===== src/rtl/multi_channel_counter_pkg.sv =====
// Shared encodings and default widths for the multi-channel counter bank.
package multi_channel_counter_pkg;

  localparam int unsigned CNT_DEF_NBITS      = 32;
  localparam int unsigned CNT_DEF_NCHAN      = 4;
  localparam int unsigned CNT_DEF_PRESCALE_W = 8;

  // Count direction as driven on inc_dec.
  typedef enum logic {
    CNT_DOWN = 1'b0,
    CNT_UP   = 1'b1
  } cnt_dir_e;

  // Limit behaviour as driven on sat_mode.
  typedef enum logic {
    CNT_WRAP = 1'b0,
    CNT_SAT  = 1'b1
  } cnt_mode_e;

endpackage : multi_channel_counter_pkg


===== src/rtl/multi_channel_counter_channel.sv =====
// counter_channel: one programmable up/down counter with min/max range,
// wrap/saturate limit handling, clr/load and a registered terminal-count pulse.
module counter_channel
  import multi_channel_counter_pkg::*;
#(
  parameter int unsigned P_NBITS = CNT_DEF_NBITS
) (
  input  logic               clk,
  input  logic               reset,
  input  logic               tick,
  input  logic               cnten,
  input  logic               inc_dec,
  input  logic               sat_mode,
  input  logic               clr,
  input  logic               load,
  input  logic [P_NBITS-1:0] load_val,
  input  logic [P_NBITS-1:0] cnt_min,
  input  logic [P_NBITS-1:0] cnt_max,
  output logic [P_NBITS-1:0] cnt_value,
  output logic               tc,
  output logic               at_limit,
  output logic               cfg_err
);

  localparam logic [P_NBITS-1:0] ONE = {{(P_NBITS-1){1'b0}}, 1'b1};

  logic [P_NBITS-1:0] cnt_q, cnt_d;
  logic               tc_q, tc_d;
  logic               up, sat, hit, cnt_evt;

  // Next-state: priority clr > load > count event > hold; limit compare fires
  // before the +/-1 so a bound at zero or all-ones never overflows.
  always_comb begin
    // NOTE: every output of this block gets a default first so no path infers a latch.
    cnt_d    = cnt_q;
    tc_d     = 1'b0;
    up       = (cnt_dir_e'(inc_dec) == CNT_UP);
    sat      = (cnt_mode_e'(sat_mode) == CNT_SAT);
    cfg_err  = (cnt_min > cnt_max);
    hit      = up ? (cnt_q >= cnt_max) : (cnt_q <= cnt_min);
    at_limit = hit;
    cnt_evt  = cnten & tick & ~cfg_err;

    if (clr) begin
      cnt_d = up ? cnt_min : cnt_max;
    end else if (load) begin
      cnt_d = load_val;
    end else if (cnt_evt) begin
      if (hit) begin
        tc_d = 1'b1;
        if (up) cnt_d = sat ? cnt_max : cnt_min;
        else    cnt_d = sat ? cnt_min : cnt_max;
      end else begin
        cnt_d = up ? (cnt_q + ONE) : (cnt_q - ONE);
      end
    end
  end

  // Count and terminal-count registers with synchronous reset.
  always_ff @(posedge clk) begin
    // NOTE: state is updated with non-blocking assignments so every flop samples pre-edge values.
    if (reset) begin
      cnt_q <= '0;
      tc_q  <= 1'b0;
    end else begin
      cnt_q <= cnt_d;
      tc_q  <= tc_d;
    end
  end

  assign cnt_value = cnt_q;
  assign tc        = tc_q;

endmodule : counter_channel


===== src/rtl/multi_channel_counter.sv =====
// multi_channel_counter: bank of P_NCHAN independent counter_channel instances
// sharing one optional tick prescaler.
// Optional feature: define COUNTER_PRESCALE_EN to enable the shared prescaler;
// without it every cycle is a tick and prescale_div is ignored.
module multi_channel_counter
  import multi_channel_counter_pkg::*;
#(
  parameter int unsigned P_NBITS      = CNT_DEF_NBITS,
  parameter int unsigned P_NCHAN      = CNT_DEF_NCHAN,
  parameter int unsigned P_PRESCALE_W = CNT_DEF_PRESCALE_W
) (
  input  logic                       clk,
  input  logic                       reset,
  input  logic [P_NCHAN-1:0]         cnten,
  input  logic [P_NCHAN-1:0]         inc_dec,
  input  logic [P_NCHAN-1:0]         sat_mode,
  input  logic [P_NCHAN-1:0]         clr,
  input  logic [P_NCHAN-1:0]         load,
  input  logic [P_NCHAN*P_NBITS-1:0] load_val,
  input  logic [P_NCHAN*P_NBITS-1:0] cnt_min,
  input  logic [P_NCHAN*P_NBITS-1:0] cnt_max,
  input  logic [P_PRESCALE_W-1:0]    prescale_div,
  output logic [P_NCHAN*P_NBITS-1:0] cnt_value,
  output logic [P_NCHAN-1:0]         tc,
  output logic [P_NCHAN-1:0]         at_limit,
  output logic [P_NCHAN-1:0]         cfg_err
);

  logic tick;

`ifdef COUNTER_PRESCALE_EN
  localparam logic [P_PRESCALE_W-1:0] PS_ONE = {{(P_PRESCALE_W-1){1'b0}}, 1'b1};

  logic [P_PRESCALE_W-1:0] presc_q, presc_d;

  // Free-running 0..prescale_div counter; tick on the terminal value. The >=
  // compare recovers immediately if prescale_div is lowered below the count.
  always_comb begin
    tick    = (presc_q >= prescale_div);
    presc_d = tick ? '0 : (presc_q + PS_ONE);
  end

  // Prescaler register, cleared only by reset.
  always_ff @(posedge clk) begin
    if (reset) presc_q <= '0;
    else       presc_q <= presc_d;
  end
`else
  logic unused_prescale_div;

  assign tick                = 1'b1;
  assign unused_prescale_div = ^prescale_div;
`endif

  for (genvar g = 0; g < P_NCHAN; g++) begin : g_chan
    counter_channel #(
      .P_NBITS (P_NBITS)
    ) u_chan (
      .clk       (clk),
      .reset     (reset),
      .tick      (tick),
      .cnten     (cnten[g]),
      .inc_dec   (inc_dec[g]),
      .sat_mode  (sat_mode[g]),
      .clr       (clr[g]),
      .load      (load[g]),
      .load_val  (load_val[g*P_NBITS +: P_NBITS]),
      .cnt_min   (cnt_min[g*P_NBITS +: P_NBITS]),
      .cnt_max   (cnt_max[g*P_NBITS +: P_NBITS]),
      .cnt_value (cnt_value[g*P_NBITS +: P_NBITS]),
      .tc        (tc[g]),
      .at_limit  (at_limit[g]),
      .cfg_err   (cfg_err[g])
    );
  end

endmodule : multi_channel_counter


===== config.mk =====
export PLATFORM = sky130hd
export DESIGN_NAME = multi_channel_counter
export DESIGN_NICKNAME = d
export VERILOG_FILES = /design/src/rtl/multi_channel_counter_pkg.sv /design/src/rtl/multi_channel_counter_channel.sv /design/src/rtl/multi_channel_counter.sv
export SDC_FILE = /design/constraint.sdc
export NUM_CORES = 2
export LEC_CHECK = 0
export ABC_AREA = 1
export BUFFER_PORTS_ARGS = -buffer_cell sky130_fd_sc_hd__buf_2
export CELL_PAD_IN_SITES_DETAIL_PLACEMENT = 0
export CELL_PAD_IN_SITES_GLOBAL_PLACEMENT = 1
export CORE_UTILIZATION = 40
export DETAILED_ROUTE_END_ITERATION = 10
export PLACE_DENSITY = 0.95
export SLEW_MARGIN = 0
export SYNTH_ARGS = -nofsm -noshare
export SYNTH_HDL_FRONTEND = slang
export SYNTH_HIERARCHICAL = 1
export SYNTH_SLANG_ARGS = --single-unit

===== constraint.sdc =====
create_clock -name clk -period 3.8 [get_ports clk]
set_input_delay 0.76 -clock clk [delete_from_list [all_inputs] [get_ports clk]]
set_output_delay 0.76 -clock clk [all_outputs]
set_load 0.005 [all_outputs]

==> flow_summary.yaml <==
timing:
  rsz0062_at_grt: "no"
  period_share: 0.9164
  finalSetupViolations: 0
  tightest_slew_ps: 1159
  skew_ps: 17.00
  finalHoldViolCount: 0
  slew_headroom: 0.2265
  min_period_ps: 3482
  final.setup.tns_ps: 0
  slew_violations: 0
  fmax_mhz: 287.2
logic_synthesis:
  ys_ff_latch: 132
  avgSynthCellArea_sq_um: 5.554
  synth_warnings: 6
  synth_cell_type_count: 42
  ys_seq_area_frac: 0.08569
  syn-cell-area_sq_um: 30840
  netlist_instances: 5552
drt:
  num_vias: 37310
  drt_iter0_drc: 3371
  dr.pass1.iters: 7
  drc_errors: 0
  vias_per_cell: 5.309
  drt-total-wl_mm: 117.9
  wl_per_cell_microns: 16.78
  ant_nets: 0
power:
  powerDensity_nw_per_um2: 254.4
  leakagePower_nw: 20.41
  ir_drop_mv: 0.2483
critical_path:
  crit_required_ps: 3040
  arrival_ps: 2720
  cp_max_fo: 8
  reg2reg_from: "g_chan[1].u_chan/cnt_value[0]"
  crit_path_start_kind: "flip-flop"
  cp-end-kind: "primary output"
  worstSetupPathType: "reg2out"
  crit_path_start: "g_chan[0].u_chan/cnt_value[0]"
clock_tree:
  cts_sinks: 132
  clkTransAtPathRegs_ps: 60
  post_cts_buffers: 0
  insertion_delay_ps: 490
  cts-resized-gates: 0
  cts_tree: "built"
  clockBufferDepth: 2
  cts_root_buffer: "clkbuf_16"
  numCtsBuffers: 17
  cts_max_level: 4
  cts_hold_buf: 0
global_routing:
  grt_start_max_net_pins: 96
  globalRouteOverflowTotal: 0
  antenna_found_initial: 13
  track_usage: 0.2924
  grt_pass1_wl_mm: 183.1
  grt_pass1_vias: 33930
placed_design:
  numPortBuffers: 545
  place_inst: 6989
  hpwl_mm: 95.94
  gp_congestion: 0.9983
floorplan:
  initial_core_util: 0.4053
  die_y_microns: 279.7
  die_x_microns: 279.7
  die-area_sq_um: 78210
  core_area_sq_um: 76080
  io_pins: 554
  rows: 101
min_path:
  hp-class: "in2reg"
  min-delay-start: "load_val[88]"
status:
  status: "finished, final reports clean"
finish:
  layout-drive-gt1-share: 0.1180
  final_nets: 6900
  finalNonFillerCells: 7027
  area_delta_synth_final_pct: 13.67
  final_util: 0.4607
run:
  maxCapViolations: 0
## state kept, by name, indices dropped and copies added, names as in the netlist
register and flops:
g_chan.u_chan/tc 4, g_chan.u_chan/cnt_value 128
## report_power, final
part	total [W]	internal [W]	switching, W
Combinational	0.00532	0.00194	0.00338
Sequential	0.00184	0.00153	0.000317
Clock	0.00175	0.000970	0.000783
## layout by cell type, fill, tap and decap left out, types with 4 or more instances in the layout
cell type  instances
xor2_1            57
clkinv_2           5
diode_2            8
o21ai_0          367
a21oi_1          596
o21bai_1          23
nand2_2           13
o21ai_1           22
buf_2            545
conb_1             4
and3_1            10
nand2_1         1799
fa_1               4
clkinv_1           8
ha_1             504
and2_1             8
a21o_1             9
nand3_1          394
nor2_1           352
a21oi_2           29
buf_12             7
clkbuf_16         17
nor3b_2            4
or2_2              6
nand2_4            5
nor3_1            19
o211ai_1           5
nand3b_1         100
xnor2_1           13
dfxtp_1          132
inv_2             14
xor2_4             4
inv_1            801
buf_4             43
o21a_1            16
nand4_1           34
## per-layer routing
layer | track usage | part of all wire
met2 | 0.4703 | 0.44
met3 | 0.04070 | 0.078
met4 | 0.1171 | 0.036
met5 | 0 | 0.00011
met1 | 0.3911 | 0.44
## critical path: stages, from the launching register on
cell	delay [ps]
dfxtp_1	570
inv_1	160
ha_1	300
nand2_1	40
nand3_1	70
nand2_1	50
nand2_1	60
nand2_1	50
nand2_1	160
nand2_1	70
nand2_1	100
nand2_1	70
nand2_2	90
nand2_4	60
inv_2	210
buf_2	170
## final cells by class
cell class	count	area, sq um
Timing Repair Buffer	595	3191
Clock buffer	20	446.7
Fill cell	8315	41020
Antenna cell	8	20.02
Sequential cell	132	2643
Inverter	823	3089
Clock inverter	10	110.1
Tap cell	1030	1289
Multi-Input combinational cell	4409	24260
## path summary, 6_finish.rpt
check | slack [ps] | endpoint | cells after the start
worst max register to register | 1020 | g_chan[1].u_chan/cnt_value[2] | 18
worst max-delay path | 320 | at_limit[0] | 15
worst min-delay path | 600 | g_chan[2].u_chan/cnt_value[24] | 5
worst min register to register | 630 | g_chan[1].u_chan/cnt_value[5] | 2
## cells in the mapped netlist
master	instances	share of area
nor2_1	356	0.043
nand4_1	34	0.0069
and2_1	8	0.0016
xor2_2	4	0.0021
and3_1	10	0.0020
a21oi_1	596	0.097
a21o_1	9	0.0022
o21bai_1	23	0.0056
xnor2_1	13	0.0037
nand3_1	394	0.064
nand2_4	5	0.0018
a21oi_2	29	0.0082
a31oi_1	2	0.00041
nor3_1	19	0.0031
nor4_1	1	0.00020
nand3b_1	100	0.024
nor3_2	1	0.00032
nor4_2	1	0.00041
xor2_1	57	0.016
dfxtp_1	132	0.086
o211ai_1	5	0.0012
inv_2	14	0.0017
buf_2	43	0.0070
nand2_1	1801	0.22
o21ai_0	367	0.060
nand2_2	11	0.0022
clkbuf_1	115	0.014
conb_1	1	0.00012
o21ai_1	22	0.0036
buf_8	1	0.00049
clkinv_1	8	0.00097
nor2_2	2	0.00041
nor3b_2	4	0.0016
o21a_1	16	0.0039
nor4_4	1	0.00069
inv_1	801	0.098
buf_1	10	0.0012
or2_2	6	0.0012
buf_6	17	0.0062
fa_1	4	0.0026
buf_4	5	0.0012
ha_1	504	0.20
## per-stage QoR
| step | hold WS [ps] | worst slack [ps] | area [sq um] | power [W] |
|---|---|---|---|---|
| after floorplan | 553.7 | 388.0 | 30850 | 0.005415 |
| after global placement | 621.1 | 424.1 | 34470 | 0.007013 |
| after detailed placement | 623.7 | 404.3 | 34470 | 0.007088 |
| after CTS | 562.6 | 313.7 | 35030 | 0.008879 |
| after global routing | 615.5 | 196.1 | 35050 | 0.009700 |
| final | 601.2 | 317.6 | 35050 | 0.008918 |
## logic make-up after synthesis
group | count (synthesis) | synth area share
flops | 132 | 0.08569
other cells | 1 | 0.0001216
buf+inv | 1014 | 0.1303
compound gates | 1069 | 0.1814
fa+ha+maj | 508 | 0.2071
simple gates | 2754 | 0.3734
xor+xnor | 74 | 0.02199
Power figures use the tool's default switching activity.
